`src/rtl/dla_pe_result_drain_pkg.sv`:
```
// rtl/dla_pe_result_drain_pkg.sv - shared types and helpers for the PE result drain
package dla_pe_result_drain_pkg;

    typedef enum logic {
        RR       = 1'b0,
        IN_ORDER = 1'b1
    } drain_mode_e;

    localparam int DEF_RESULT_W = 64;
    localparam int DEF_ID_W     = 4;

    // Word layout at the default geometry; the top rebuilds it at its own widths.
    typedef struct packed {
        logic [DEF_RESULT_W-1:0] result;
        logic [DEF_ID_W-1:0]     result_id;
    } result_word_t;

    function automatic int safe_clog2(input int n);
        return (n <= 1) ? 1 : $clog2(n);
    endfunction

endpackage

```
`src/rtl/dla_pe_result_drain_fifo.sv`:
```
// rtl/dla_pe_result_drain_fifo.sv - per-PE result FIFO with registered almost-full and overflow
// Sticky overflow detection is built only when DLA_PE_RESULT_DRAIN_OVERFLOW_CHECK_EN is defined.
module dla_pe_result_drain_fifo #(
    parameter int DATA_W    = 68,
    parameter int DEPTH     = 8,
    parameter int AF_THRESH = 6
) (
    input  logic              clk,
    input  logic              i_aclr,
    input  logic              i_push,
    input  logic [DATA_W-1:0] i_data,
    input  logic              i_pop,
    output logic [DATA_W-1:0] o_head,
    output logic              o_empty,
    output logic              o_almost_full,
    output logic              o_overflow
);

    localparam int AW = $clog2(DEPTH);
    localparam logic [AW:0] FULL_CNT = (AW+1)'(DEPTH);
    localparam logic [AW:0] AF_CNT   = (AW+1)'(AF_THRESH);

    logic [DATA_W-1:0] mem_q [DEPTH];
    logic [AW-1:0]     wr_ptr_q;
    logic [AW-1:0]     rd_ptr_q;
    logic [AW:0]       count_q;
    logic [AW:0]       count_d;
    logic              af_q;
    logic              full;
    logic              push_ok;
    logic              pop_ok;

    assign full    = (count_q == FULL_CNT);
    assign o_empty = (count_q == '0);
    assign pop_ok  = i_pop && !o_empty;
    // A full FIFO still takes a word when its head leaves in the same cycle.
    assign push_ok = i_push && (!full || pop_ok);

    always_comb begin
        count_d = count_q + {{AW{1'b0}}, push_ok} - {{AW{1'b0}}, pop_ok};
    end

    always_ff @(posedge clk) begin
        if (push_ok) begin
            mem_q[wr_ptr_q] <= i_data;
        end
    end

    always_ff @(posedge clk or posedge i_aclr) begin
        if (i_aclr) begin
            wr_ptr_q <= '0;
            rd_ptr_q <= '0;
            count_q  <= '0;
            af_q     <= 1'b0;
        end else begin
            if (push_ok) begin
                wr_ptr_q <= wr_ptr_q + AW'(1);
            end
            if (pop_ok) begin
                rd_ptr_q <= rd_ptr_q + AW'(1);
            end
            count_q <= count_d;
            af_q    <= (count_d >= AF_CNT);
        end
    end

    assign o_head        = mem_q[rd_ptr_q];
    assign o_almost_full = af_q;

`ifdef DLA_PE_RESULT_DRAIN_OVERFLOW_CHECK_EN
    logic ovf_q;

    always_ff @(posedge clk or posedge i_aclr) begin
        if (i_aclr) begin
            ovf_q <= 1'b0;
        end else if (i_push && !push_ok) begin
            ovf_q <= 1'b1;
        end
    end

    assign o_overflow = ovf_q;
`else
    assign o_overflow = 1'b0;
`endif

endmodule

```
`src/rtl/dla_pe_result_drain.sv`:
```
// rtl/dla_pe_result_drain.sv - merges per-PE result FIFOs onto one valid/ready stream
// Overflow flags are live only when DLA_PE_RESULT_DRAIN_OVERFLOW_CHECK_EN is defined.
module dla_pe_result_drain
    import dla_pe_result_drain_pkg::*;
#(
    parameter  int NUM_PES               = 4,
    parameter  int NUM_RESULTS_PER_CYCLE = 1,
    parameter  int NUM_FEATURES          = 2,
    parameter  int RESULT_WIDTH          = 32,
    parameter  int RESULT_ID_WIDTH       = 4,
    parameter  int FIFO_DEPTH            = 8,
    parameter  int ALMOST_FULL_THRESH    = 6,
    parameter  int DRAIN_MODE            = 0,
    localparam int W                     = NUM_RESULTS_PER_CYCLE * NUM_FEATURES * RESULT_WIDTH,
    localparam int IDX_W                 = safe_clog2(NUM_PES)
) (
    input  logic                               clk,
    input  logic                               i_aclr,
    input  logic [NUM_PES-1:0]                 i_pe_valid,
    input  logic [NUM_PES*W-1:0]               i_pe_result,
    input  logic [NUM_PES*RESULT_ID_WIDTH-1:0] i_pe_result_id,
    output logic [NUM_PES-1:0]                 o_almost_full,
    output logic                               o_valid,
    input  logic                               i_ready,
    output logic [W-1:0]                       o_result,
    output logic [RESULT_ID_WIDTH-1:0]         o_result_id,
    output logic [IDX_W-1:0]                   o_pe_index,
    output logic [NUM_PES-1:0]                 o_overflow
);

    typedef struct packed {
        logic [W-1:0]               result;
        logic [RESULT_ID_WIDTH-1:0] result_id;
    } entry_t;

    localparam logic [IDX_W-1:0] LAST_IDX = IDX_W'(NUM_PES - 1);

    entry_t               head [NUM_PES];
    logic [NUM_PES-1:0]   empty;
    logic [NUM_PES-1:0]   pop;
    logic [IDX_W-1:0]     sel_idx;
    logic [IDX_W-1:0]     cand;
    logic                 sel_found;
    logic                 load;

    logic                       valid_q;
    logic [W-1:0]               result_q;
    logic [RESULT_ID_WIDTH-1:0] id_q;
    logic [IDX_W-1:0]           idx_q;
    logic [IDX_W-1:0]           last_q;
    logic [IDX_W-1:0]           ptr_q;

    function automatic logic [IDX_W-1:0] wrap_inc(input logic [IDX_W-1:0] i);
        return (i == LAST_IDX) ? '0 : i + IDX_W'(1);
    endfunction

    for (genvar p = 0; p < NUM_PES; p++) begin : g_pe
        entry_t push_word;

        assign push_word.result    = i_pe_result[p*W +: W];
        assign push_word.result_id = i_pe_result_id[p*RESULT_ID_WIDTH +: RESULT_ID_WIDTH];
        assign pop[p]              = load && (sel_idx == IDX_W'(p));

        dla_pe_result_drain_fifo #(
            .DATA_W    ($bits(entry_t)),
            .DEPTH     (FIFO_DEPTH),
            .AF_THRESH (ALMOST_FULL_THRESH)
        ) u_fifo (
            .clk           (clk),
            .i_aclr        (i_aclr),
            .i_push        (i_pe_valid[p]),
            .i_data        (push_word),
            .i_pop         (pop[p]),
            .o_head        (head[p]),
            .o_empty       (empty[p]),
            .o_almost_full (o_almost_full[p]),
            .o_overflow    (o_overflow[p])
        );
    end

    // Round-robin walks from the PE after the last grant; in-order only ever looks at ptr.
    always_comb begin
        sel_found = 1'b0;
        sel_idx   = '0;
        cand      = last_q;
        if (DRAIN_MODE == int'(IN_ORDER)) begin
            sel_idx   = ptr_q;
            sel_found = !empty[ptr_q];
        end else begin
            for (int k = 0; k < NUM_PES; k++) begin
                cand = wrap_inc(cand);
                if (!sel_found && !empty[cand]) begin
                    sel_found = 1'b1;
                    sel_idx   = cand;
                end
            end
        end
    end

    assign load = (!valid_q || i_ready) && sel_found;

    always_ff @(posedge clk or posedge i_aclr) begin
        if (i_aclr) begin
            valid_q  <= 1'b0;
            result_q <= '0;
            id_q     <= '0;
            idx_q    <= '0;
            last_q   <= LAST_IDX;
            ptr_q    <= '0;
        end else begin
            if (!valid_q || i_ready) begin
                valid_q <= sel_found;
            end
            if (load) begin
                result_q <= head[sel_idx].result;
                id_q     <= head[sel_idx].result_id;
                idx_q    <= sel_idx;
                last_q   <= sel_idx;
                ptr_q    <= wrap_inc(ptr_q);
            end
        end
    end

    assign o_valid     = valid_q;
    assign o_result    = result_q;
    assign o_result_id = id_q;
    assign o_pe_index  = idx_q;

endmodule

```
`config.mk`:
```
export PLATFORM = sky130hd
export DESIGN_NAME = dla_pe_result_drain
export DESIGN_NICKNAME = d
export VERILOG_FILES = /design/src/rtl/dla_pe_result_drain_pkg.sv /design/src/rtl/dla_pe_result_drain_fifo.sv /design/src/rtl/dla_pe_result_drain.sv
export SDC_FILE = /design/constraint.sdc
export NUM_CORES = 2
export LEC_CHECK = 0
export CAP_MARGIN = 15
export CELL_PAD_IN_SITES_DETAIL_PLACEMENT = 0
export CELL_PAD_IN_SITES_GLOBAL_PLACEMENT = 1
export CORE_AREA = 2 2 429 389
export DETAILED_ROUTE_END_ITERATION = 12
export DIE_AREA = 0 0 431 391
export PLACE_DENSITY = 0.86
export SYNTH_ARGS = -nofsm -noshare
export SYNTH_HDL_FRONTEND = slang
export SYNTH_SLANG_ARGS = --single-unit
```
`constraint.sdc`:
```
create_clock -name clk -period 13.78 [get_ports clk]
set_input_delay 1.378 -clock clk [delete_from_list [all_inputs] [get_ports clk]]
set_output_delay 1.378 -clock clk [all_outputs]
set_load 0.005 [all_outputs]
```
==> out/qor.yml <==
sta:
  final.setup.tns_ns: 0
  relSlewSlack: 0.184
  setup_viol: 0
  maxSlewViolCount: 0
  hold_viol: 0
  grt_setup_unrepaired: "no"
  worst_clock_skew_ns: 0.0516
  fmax_mhz: 211
  setup_slack_ns: 9.04
  fin_crit_sh: 0.344
  period_minus_slack_ns: 4.74
  worst_pin_slew_ns: 1.22
cts:
  numClockSinks: 2293
  cts_root_buffer: "clkbuf_16"
  cts_tree: "done"
  hold_buffers: 0
  cts_resized: 0
  htree_levels: 4
  clk_pin_slew_worst_paths_ns: 0.06
  clock_path_buffers: 3
  clock_latency_ns: 0.85
  cts_buffers: 213
  postCtsSetupBuffers: 0
logic_synthesis:
  yosys-top-cells-area: "edfxtp_1 (74%), mux4_2 (14%), dfrtp_1 (3.3%), mux2i_1 (2.3%), mux2_2 (0.93%)"
  ys.warnings.count: 0
  syn_area_per_cell_um2: 22.6
  postSynth.asyncResetShare: 0.0510
  synth_cell_types: 55
  syn_area_um2: 88200
  synth_top_area_frac: 0.741
  synth_flop_cell: "edfxtp_1"
  ys_seq_area_frac: 0.774
  ys_seq_elements: 2293
  synth_top_cell_by_area: "edfxtp_1"
  syn_inst: 3909
  synth-edff-count: 2176
status:
  status: "finished clean"
place:
  post-place-ws_ns: 8.79
  io_buffers: 353
  dp_hpwl_um: 133000
  gp_congestion: 0.851
finish:
  n_fill_cell: 10700
  utilization: 0.616
  num-nets-final: 4656
  area_growth_pct: 15.0
  layout-drive-gt1-share: 0.237
routing:
  drcViolationCount: 0
  vias: 42500
  final_antenna_net_count: 0
  dr.pass1.iters: 6
  vias_per_cell: 6.33
  drt_iter0_drc: 5638
  routed_wl_um: 216000
  drt-wirelength-per-cell_um: 32.3
floorplan:
  fp.dieH_um: 391
  die_area_um2: 169000
  start_util: 0.535
  rows: 142
  ios: 358
  die_x_um: 431
  core_area_um2: 165000
global_route:
  gr-total-overflow: 0
  grt_pass1_wl_um: 304000
  grt_pass1_vias: 42000
  gr-usage-all-layers: 0.256
  grt_start_max_net_pins: 108
  antenna_found_initial: 63
pwr:
  ir_drop_mv: 0.202
  clock_power_share: 0.254
  seqPwrFrac: 0.420
  power_density_nw_per_um2: 226
  p_leak_nw: 32.5
  pwr-share-comb: 0.326
  power_switching_share: 0.336
  p_int_mw: 15.2
  p_switching_mw: 7.70
setup_path:
  arrival_ns: 5.21
  endpoint_kind: "register"
  critPathKind: "register to register"
  reg2reg_depth: 7
  worstPathMaxFanout: 41
  cp.required_ns: 14.25
  crit_path_start_kind: "register"
worst_hold_path:
  hp-class: "register to register"
  min_delay_path_depth: 2
flow_run:
  cap_viol_max_count: 0
-- state kept, by name (all words and copies together) (netlist names) --
| register | flops |
|---|---|
| g_pe.u_fifo.mem_q | 2176 |
| o_result | 64 |
| g_pe.u_fifo.count_q | 16 |
| g_pe.u_fifo.rd_ptr_q | 12 |
| g_pe.u_fifo.wr_ptr_q | 12 |
| g_pe.u_fifo.o_almost_full | 4 |
| o_result_id | 4 |
| last_q | 2 |
| o_pe_index | 2 |
| o_valid | 1 |
-- cells by family after synthesis --
| logic type | synth area share |
|---|---|
| flip-flops | 0.774 |
| multiplexers | 0.172 |
| other | 0.0000425 |
| adder cells (fa/ha/maj) | 0.00571 |
| AND/OR/NAND/NOR | 0.0115 |
| AO/OA/AOI/OAI | 0.0221 |
| buffers and inverters | 0.0122 |
| XOR/XNOR | 0.00238 |
-- final cells by class --
cell class	instances	area [um2]	area share
inverters	35	136	0.00135
repair buffers	430	4160	0.0410
clock inverters	130	1260	0.0124
well taps	2160	2700	0.0267
clock buffers	267	5690	0.0561
multi-input cells	1367	19100	0.188
diodes	24	60.1	0.000592
flip-flops and latches	2293	68300	0.674
-- layer usage --
metal / global-route usage / routed length (um) / up-vias
met5: 0 / 217 / -
met1: 0.347 / 79300 / 22300
met2: 0.406 / 107000 / 2452
met4: 0.119 / 9970 / 36
li1: - / - / 17300
met3: 0.0495 / 20000 / 397
-- metrics by stage --
step                      cells  area, um2  hold WS, ns  power (mW)
final                      6706     101000        0.485        22.9
after global routing       6701     101000        0.518        23.6
after CTS                  6682     101000        0.486        23.0
after detailed placement   6285      94400        0.478        17.2
after global placement     6285      94400        0.474        17.0
after floorplan            3912      88200        0.458        14.1
-- worst paths after layout --
| path | start | end | slack [ns] |
|---|---|---|---|
| max | last_q[0] | g_pe[1].u_fifo.mem_q[2][11] | 9.04 |
| min reg2reg | last_q[1] | last_q[1] | 0.49 |
| max in group asynchronous | i_aclr | o_result[33] | 11.42 |
| max reg2reg | last_q[0] | g_pe[1].u_fifo.mem_q[2][11] | 9.04 |
| min | last_q[1] | last_q[1] | 0.49 |
| min in group asynchronous | i_aclr | o_result[51] | 1.10 |
-- power by group through the flow --
| stage | sequential [mW] | clock, mW | combinational [mW] |
|---|---|---|---|
| floorplan | 9.34 | 0 | 4.79 |
| global placement | 9.67 | 0 | 7.32 |
| detailed placement | 9.75 | 0 | 7.41 |
| CTS | 9.62 | 5.89 | 7.47 |
| global route | 9.71 | 6.16 | 7.75 |
| finish | 9.61 | 5.82 | 7.46 |
-- critical path: stages, from the launching register on --
cell and delay, ns:
dfstp_2 0.55, ha_1 0.52, a211oi_2 0.21, o32a_4 0.61, o41ai_4 0.51, nand2b_1 0.28
nor2_4 0.91, buf_4 0.73
-- synthesized netlist by cell type (3+ instances only) --
master    count
clkbuf_1    126
o21ai_1       3
mux4_2      544
buf_4         8
o22a_1       68
nor2_1       83
mux2i_1     204
mux2_2       73
nand3_1       6
o21ai_0       8
fa_1          4
or3b_1        4
a21oi_1       9
nor3b_1       5
o211ai_1     70
nand2b_1      6
a21o_1       10
edfxtp_1   2176
inv_1        34
nand2_1      92
dfrtp_1     115
buf_2        77
xor2_1        9
buf_1         6
nor3_1       14
a31oi_1      70
ha_1         33
xnor2_1      15
nor4b_1       3
-- layout by cell type, fill, tap and decap left out, types with 69 or more instances in the layout --
| cell type | count |
|---|---|
| edfxtp_1 | 2176 |
| mux4_2 | 544 |
| clkdlybuf4s50_1 | 353 |
| clkbuf_16 | 217 |
| mux2i_1 | 204 |
| dfrtp_1 | 103 |
| nand2_1 | 92 |
| mux2_2 | 73 |
| buf_4 | 73 |
| nor2_1 | 72 |
| o211ai_1 | 70 |
| a31oi_1 | 69 |
Power figures use the tool's default switching activity.
